<file path="src/rtl/idex_alu_decode.sv">
// ---------------------------------------------------------------------------
// idex_alu_decode
//
// ID/EX boundary of a MIPS-style pipeline. The ID-stage instruction word is
// decoded combinationally into ALU control, operand selection and write
// enables. The result is captured in the EX pipeline register.
//
// Parameters
//   ILLEGAL_AS_NOP  1: an illegal instruction enters EX as a bubble (ex_valid=0)
//                   0: it enters EX as valid with every write enable cleared
//                   In both cases ex_illegal is raised for that EX occupancy.
//
// Ports
//   clk             sole clock, rising edge
//   rst_n           synchronous active-low reset
//   instr           ID-stage instruction word
//   in_valid        instr/rd1/rd2 carry a real instruction
//   rd1, rd2        register-file read data for rs / rt
//   stall           hold the EX register contents
//   flush           insert a bubble into EX (wins over stall)
//   ex_valid        EX register holds a real instruction
//   ex_alu_control  000 add, 001 sub, 010 and, 011 or, 100 slt, 101 pass SrcB
//   ex_srca         ALU operand A (always rd1)
//   ex_srcb         ALU operand B after the immediate mux
//   ex_wdata        store data (rd2)
//   ex_write_reg    destination register number
//   ex_reg_write, ex_mem_write, ex_mem_to_reg, ex_branch  EX control bits
//   ex_illegal      instruction in EX decoded as illegal
// ---------------------------------------------------------------------------
module idex_alu_decode #(
  parameter bit ILLEGAL_AS_NOP = 1'b1
) (
  input  logic        clk,
  input  logic        rst_n,
  input  logic [31:0] instr,
  input  logic        in_valid,
  input  logic [31:0] rd1,
  input  logic [31:0] rd2,
  input  logic        stall,
  input  logic        flush,
  output logic        ex_valid,
  output logic [2:0]  ex_alu_control,
  output logic [31:0] ex_srca,
  output logic [31:0] ex_srcb,
  output logic [31:0] ex_wdata,
  output logic [4:0]  ex_write_reg,
  output logic        ex_reg_write,
  output logic        ex_mem_write,
  output logic        ex_mem_to_reg,
  output logic        ex_branch,
  output logic        ex_illegal
);

  // Opcodes
  localparam logic [5:0] OP_RTYPE = 6'b000000;
  localparam logic [5:0] OP_LW    = 6'b100011;
  localparam logic [5:0] OP_SW    = 6'b101011;
  localparam logic [5:0] OP_BEQ   = 6'b000100;
  localparam logic [5:0] OP_ADDI  = 6'b001000;
  localparam logic [5:0] OP_SLTI  = 6'b001010;
  localparam logic [5:0] OP_ANDI  = 6'b001100;
  localparam logic [5:0] OP_ORI   = 6'b001101;
  localparam logic [5:0] OP_LUI   = 6'b001111;

  // R-type function codes
  localparam logic [5:0] FN_ADD = 6'b100000;
  localparam logic [5:0] FN_SUB = 6'b100010;
  localparam logic [5:0] FN_AND = 6'b100100;
  localparam logic [5:0] FN_OR  = 6'b100101;
  localparam logic [5:0] FN_SLT = 6'b101010;

  // ALU control encodings
  localparam logic [2:0] ALU_ADD  = 3'b000;
  localparam logic [2:0] ALU_SUB  = 3'b001;
  localparam logic [2:0] ALU_AND  = 3'b010;
  localparam logic [2:0] ALU_OR   = 3'b011;
  localparam logic [2:0] ALU_SLT  = 3'b100;
  localparam logic [2:0] ALU_PASS = 3'b101;

  // Instruction fields
  logic [5:0]  op_s;
  logic [5:0]  funct_s;
  logic [31:0] imm_sext_s;
  logic [31:0] imm_zext_s;
  logic [31:0] imm_lui_s;

  // Combinational decode results
  logic [2:0]  dec_alu_s;
  logic [31:0] dec_srcb_s;
  logic [4:0]  dec_write_reg_s;
  logic        dec_reg_write_s;
  logic        dec_mem_write_s;
  logic        dec_mem_to_reg_s;
  logic        dec_branch_s;
  logic        dec_illegal_s;

  // Values presented to the EX register on a normal load
  logic        ld_valid_s;
  logic        ld_illegal_s;
  logic        ld_reg_write_s;
  logic        ld_mem_write_s;
  logic        ld_mem_to_reg_s;
  logic        ld_branch_s;

  // EX pipeline register
  logic        valid_r;
  logic [2:0]  alu_control_r;
  logic [31:0] srca_r;
  logic [31:0] srcb_r;
  logic [31:0] wdata_r;
  logic [4:0]  write_reg_r;
  logic        reg_write_r;
  logic        mem_write_r;
  logic        mem_to_reg_r;
  logic        branch_r;
  logic        illegal_r;

  assign op_s       = instr[31:26];
  assign funct_s    = instr[5:0];
  assign imm_sext_s = {{16{instr[15]}}, instr[15:0]};
  assign imm_zext_s = {16'h0000, instr[15:0]};
  assign imm_lui_s  = {instr[15:0], 16'h0000};

  // Instruction decode: ALU op, operand B select, destination and enables.
  // Illegal encodings keep every write enable at 0 and ALU control at add.
  always_comb begin
    dec_alu_s        = ALU_ADD;
    dec_srcb_s       = rd2;
    dec_write_reg_s  = instr[20:16];
    dec_reg_write_s  = 1'b0;
    dec_mem_write_s  = 1'b0;
    dec_mem_to_reg_s = 1'b0;
    dec_branch_s     = 1'b0;
    dec_illegal_s    = 1'b0;

    case (op_s)
      OP_RTYPE: begin
        dec_srcb_s      = rd2;
        dec_write_reg_s = instr[15:11];
        case (funct_s)
          FN_ADD: begin
            dec_alu_s       = ALU_ADD;
            dec_reg_write_s = 1'b1;
          end
          FN_SUB: begin
            dec_alu_s       = ALU_SUB;
            dec_reg_write_s = 1'b1;
          end
          FN_AND: begin
            dec_alu_s       = ALU_AND;
            dec_reg_write_s = 1'b1;
          end
          FN_OR: begin
            dec_alu_s       = ALU_OR;
            dec_reg_write_s = 1'b1;
          end
          FN_SLT: begin
            dec_alu_s       = ALU_SLT;
            dec_reg_write_s = 1'b1;
          end
          // Includes funct 000000, so the all-zero word (sll $0) is illegal.
          default: begin
            dec_alu_s     = ALU_ADD;
            dec_illegal_s = 1'b1;
          end
        endcase
      end
      OP_LW: begin
        dec_alu_s        = ALU_ADD;
        dec_srcb_s       = imm_sext_s;
        dec_reg_write_s  = 1'b1;
        dec_mem_to_reg_s = 1'b1;
      end
      OP_SW: begin
        dec_alu_s       = ALU_ADD;
        dec_srcb_s      = imm_sext_s;
        dec_mem_write_s = 1'b1;
      end
      OP_BEQ: begin
        dec_alu_s    = ALU_SUB;
        dec_srcb_s   = rd2;
        dec_branch_s = 1'b1;
      end
      OP_ADDI: begin
        dec_alu_s       = ALU_ADD;
        dec_srcb_s      = imm_sext_s;
        dec_reg_write_s = 1'b1;
      end
      OP_SLTI: begin
        dec_alu_s       = ALU_SLT;
        dec_srcb_s      = imm_sext_s;
        dec_reg_write_s = 1'b1;
      end
      OP_ANDI: begin
        dec_alu_s       = ALU_AND;
        dec_srcb_s      = imm_zext_s;
        dec_reg_write_s = 1'b1;
      end
      OP_ORI: begin
        dec_alu_s       = ALU_OR;
        dec_srcb_s      = imm_zext_s;
        dec_reg_write_s = 1'b1;
      end
      OP_LUI: begin
        dec_alu_s       = ALU_PASS;
        dec_srcb_s      = imm_lui_s;
        dec_reg_write_s = 1'b1;
      end
      default: begin
        dec_alu_s     = ALU_ADD;
        dec_illegal_s = 1'b1;
      end
    endcase
  end

  // Qualify decode with in_valid; a non-valid slot becomes a bubble.
  // The illegal flag survives even when the instruction itself is dropped
  // as a bubble, so downstream exception logic still sees it.
  always_comb begin
    ld_illegal_s    = in_valid & dec_illegal_s;
    ld_reg_write_s  = in_valid & dec_reg_write_s;
    ld_mem_write_s  = in_valid & dec_mem_write_s;
    ld_mem_to_reg_s = in_valid & dec_mem_to_reg_s;
    ld_branch_s     = in_valid & dec_branch_s;
    if (ILLEGAL_AS_NOP) begin
      ld_valid_s = in_valid & ~dec_illegal_s;
    end else begin
      ld_valid_s = in_valid;
    end
  end

  // EX control register: reset > flush (bubble) > stall (hold) > load.
  always_ff @(posedge clk) begin
    if (!rst_n) begin
      valid_r       <= 1'b0;
      alu_control_r <= 3'b000;
      reg_write_r   <= 1'b0;
      mem_write_r   <= 1'b0;
      mem_to_reg_r  <= 1'b0;
      branch_r      <= 1'b0;
      illegal_r     <= 1'b0;
    end else if (flush) begin
      valid_r       <= 1'b0;
      alu_control_r <= 3'b000;
      reg_write_r   <= 1'b0;
      mem_write_r   <= 1'b0;
      mem_to_reg_r  <= 1'b0;
      branch_r      <= 1'b0;
      illegal_r     <= 1'b0;
    end else if (!stall) begin
      valid_r       <= ld_valid_s;
      alu_control_r <= dec_alu_s;
      reg_write_r   <= ld_reg_write_s;
      mem_write_r   <= ld_mem_write_s;
      mem_to_reg_r  <= ld_mem_to_reg_s;
      branch_r      <= ld_branch_s;
      illegal_r     <= ld_illegal_s;
    end
  end

  // EX data register: operands and destination. Contents are don't-care
  // under a bubble, so flush simply leaves them untouched.
  always_ff @(posedge clk) begin
    if (!rst_n) begin
      srca_r      <= 32'h0000_0000;
      srcb_r      <= 32'h0000_0000;
      wdata_r     <= 32'h0000_0000;
      write_reg_r <= 5'd0;
    end else if (!flush && !stall) begin
      srca_r      <= rd1;
      srcb_r      <= dec_srcb_s;
      wdata_r     <= rd2;
      write_reg_r <= dec_write_reg_s;
    end
  end

  assign ex_valid       = valid_r;
  assign ex_alu_control = alu_control_r;
  assign ex_srca        = srca_r;
  assign ex_srcb        = srcb_r;
  assign ex_wdata       = wdata_r;
  assign ex_write_reg   = write_reg_r;
  assign ex_reg_write   = reg_write_r;
  assign ex_mem_write   = mem_write_r;
  assign ex_mem_to_reg  = mem_to_reg_r;
  assign ex_branch      = branch_r;
  assign ex_illegal     = illegal_r;

endmodule

</file>
<file path="config.mk">
export PLATFORM = sky130hd
export DESIGN_NAME = idex_alu_decode
export DESIGN_NICKNAME = d
export VERILOG_FILES = /design/src/rtl/idex_alu_decode.sv
export SDC_FILE = /design/constraint.sdc
export NUM_CORES = 1
export LEC_CHECK = 0
export BUFFER_PORTS_ARGS = -buffer_cell sky130_fd_sc_hd__buf_4
export CORE_UTILIZATION = 29
export DETAILED_ROUTE_END_ITERATION = 8
export REMOVE_ABC_BUFFERS = 1
export SLEW_MARGIN = 0
export SYNTH_ARGS = -nofsm -noshare
export SYNTH_HDL_FRONTEND = slang
export SYNTH_SLANG_ARGS = --single-unit
</file>
<file path="constraint.sdc">
create_clock -name clk -period 2.3 [get_ports clk]
set_input_delay 0.46 -clock clk [delete_from_list [all_inputs] [get_ports clk]]
set_output_delay 0.46 -clock clk [all_outputs]
set_load 0.01 [all_outputs]
</file>
==> impl_metrics.py <==
metrics = {
    "run_status": {
        "status": "complete, no violations",
    },
    "yosys": {
        "synth-adder-area-share_pct": 0,
        "synthSimpleGateAreaFrac_pct": 21.1,
        "synth-edff-count": 0,
        "yosysWarnings": 0,
        "yosysTopAreaCellShare_pct": 48.2,
        "synth-main-ff-cell": "dfxtp_1",
        "synth_compound_area_share_pct": 24.7,
        "ys_ff_latch": 110,
        "yosys.area.top_type": "dfxtp_1",
        "syn_area_sq_um": 4570,
        "postSynthCellCount": 542,
        "synth_area_leaders": "dfxtp_1, nand2_1, a21boi_0, o21ai_0, clkbuf_1",
        "synth_xor_area_share_pct": 0.383,
        "ys_async_sr_fraction_pct": 0,
        "synth.top_cells.by_count": "nand2_1, dfxtp_1, a21boi_0, clkbuf_1, o21ai_0",
        "synth.area.mux_share_pct": 1.09,
        "syn_area_per_cell_sq_um": 8.44,
        "synth-seq-area-share_pct": 48.2,
        "synth_top_family_by_area": "compound AO/OA/AOI/OAI gates",
        "yosysMostFrequentCell": "nand2_1",
        "ys_types": 44,
    },
    "pwr": {
        "peakVddDrop_uv": 319,
        "power_density_nw_per_um2": 650,
        "leakage_nw": 2.91,
    },
    "clock_network": {
        "postCtsSetupRepairBufs": 0,
        "ctsResizeCount": 0,
        "clk_latency_ns": 0.35,
        "clock-sinks": 110,
        "htree_levels": 3,
        "cts_hold_buf": 0,
        "cts_buffer_depth": 2,
        "clkSlewWorstSetupHoldPaths_ns": 0.07,
        "cts_made_buffers": 9,
        "cts_tree": "yes",
        "cts-root-buf": "clkbuf_16",
    },
    "drt": {
        "drt_wl_total_microns": 14800,
        "route.antenna.remaining_nets": 0,
        "num_vias": 4502,
        "drc": 0,
        "wl_per_cell_microns": 15.6,
        "drt_pass1_iterations": 4,
        "routed_via_density": 4.73,
        "drtIter0Drc": 165,
    },
    "worst_setup_path": {
        "crit_cells": 6,
        "critPathCaptureType": "flop",
        "r2r-start": "ex_illegal",
        "crit_family": "compound AO/OA/AOI/OAI gates",
        "r2r_end": "ex_illegal",
        "crit_path_max_incr_delay_ns": 0.76,
        "slowest_stage": "a21oi_2",
        "r2r_setup_slack_ns": 1.54,
        "crit_type": "primary input to flop",
        "cp_num_buf_inv": 1,
        "critPathCapture": "ex_srcb[9]",
        "path_max_fanout": 16,
        "critPathArrivalTime_ns": 1.98,
        "r2r_cells": 2,
        "path_cells": "buf_4 -> and3_2 -> o21ai_0 -> a21oi_2 -> nand2_1 -> o21ai_2",
        "critPathLaunch": "instr[26]",
        "worstPathRequired_ns": 2.58,
        "start_kind": "primary input",
    },
    "timing": {
        "setup_viol": 0,
        "min_period_ns": 1.70,
        "max_freq_mhz": 587,
        "worst_slew_pin_slew_ns": 0.923,
        "finalMaxSlewViolations": 0,
        "tns_ns": 0,
        "rsz0062_at_grt": "no",
        "finalCritPeriodShare_pct": 74.0,
        "fin_skew_ns": 0,
        "hold_viol_final": 0,
        "maxSlewHeadroom_pct": 38.5,
        "setup_slack_ns": 0.598,
        "fin_hold_ws_ns": 0.327,
    },
    "run": {
        "maxCapViolCount": 0,
    },
    "place": {
        "place_congestion": 0.866,
        "place_ws_ns": 0.225,
        "hpwl_microns": 11000,
        "port_buffers": 205,
    },
    "global_route": {
        "grt_pass1_vias": 4475,
        "grt_pass1_wl_microns": 23200,
        "gr-usage-met1_pct": 22.7,
        "use_met3_pct": 6.24,
        "grtUsageMet2_pct": 29.7,
        "top_usage_layer": "met2",
        "grt_max_degree": 54,
        "gr-total-overflow": 0,
        "grt_antenna_before_repair": 0,
        "grt.total_usage_pct": 18.3,
    },
    "floorplan": {
        "fp.dieArea_sq_um": 16300,
        "io_pins": 211,
        "die_w_microns": 128,
        "num_rows": 45,
        "core_region_area_sq_um": 15300,
        "fp.dieH_microns": 128,
        "start_util_pct": 29.9,
    },
    "finish": {
        "drive_above_1_share_pct": 35.1,
        "area_delta_synth_final_pct": 45.0,
        "nets": 836,
        "diodes": 0,
        "fillerInstances": 1563,
    },
    "worst_hold_path": {
        "hold_path.class": "primary input to flop",
    },
}
[report_power, final]
group / internal (mW) / total, mW / switching (mW)
logic: 0.323 / 0.646 / 0.323
registers: 2.00 / 2.04 / 0.0488
clock network: 0.882 / 1.62 / 0.739
[worst min path at each step]
stage / to / from / slack [ns] / cells past startpoint
6_report: ex_srcb[8] / instr[8] / 0.33 / 3
4_1_cts: ex_srcb[8] / instr[8] / 0.31 / 3
5_1_grt: ex_srcb[8] / instr[8] / 0.32 / 3
3_3_place_gp: ex_srca[12] / ex_srca[12] / 0.45 / 2
2_1_floorplan: ex_branch / ex_branch / 0.48 / 2
3_5_place_dp: ex_srca[22] / ex_srca[22] / 0.46 / 2
[stage by stage]
stage	area, sq um	instances	power [mW]	util [%]
after detailed placement	6320	935	2.74	41.3
final	6630	951	4.31	43.3
after global placement	6320	935	2.73	41.3
after CTS	6630	951	4.37	43.3
after global routing	6630	951	4.51	43.3
after floorplan	4380	503	2.33	-
[cell usage in the layout, fill, tap and decap left out, types with 3 or more instances in the layout]
cell type  instances
inv_1              3
clkbuf_16          9
a21oi_1            5
mux2i_1            5
o21ai_0           26
nand4b_1           3
nor2b_1            4
nor2_1             7
a31oi_1           17
dfxtp_1          110
o21ai_2           10
nand2_1          187
a21boi_0          80
a32o_1             3
buf_4            220
nand2b_1           3
nand3_1            3
o211a_1            5
nor2_4             3
[metal layers]
metal	wire length, microns	up-vias
met5	0	-
met4	210	0
met3	1320	16
met2	6590	186
met1	6690	2082
li1	-	2218
[worst min-delay path, cell delays in order]
cell and delay, ns:
buf_4 0.09, nand2_1 0.05, o21ai_2 0.04
[final cells by class]
type | instances | area (sq um) | area share [%]
inverter | 3 | 11.3 | 0.170
sequential | 110 | 2200 | 33.2
clock inverter | 6 | 68.8 | 1.04
clock buffer | 10 | 239 | 3.61
multi-input combinational | 390 | 2170 | 32.8
tap | 211 | 264 | 3.98
timing repair buffer | 221 | 1670 | 25.2
[logic make-up after synthesis]
logic type	after synthesis
XOR/XNOR	2
AO/OA/AOI/OAI	156
flip-flops	110
AND/OR/NAND/NOR	227
multiplexers	5
buffers and inverters	42
(Power assumes the default switching activity.)
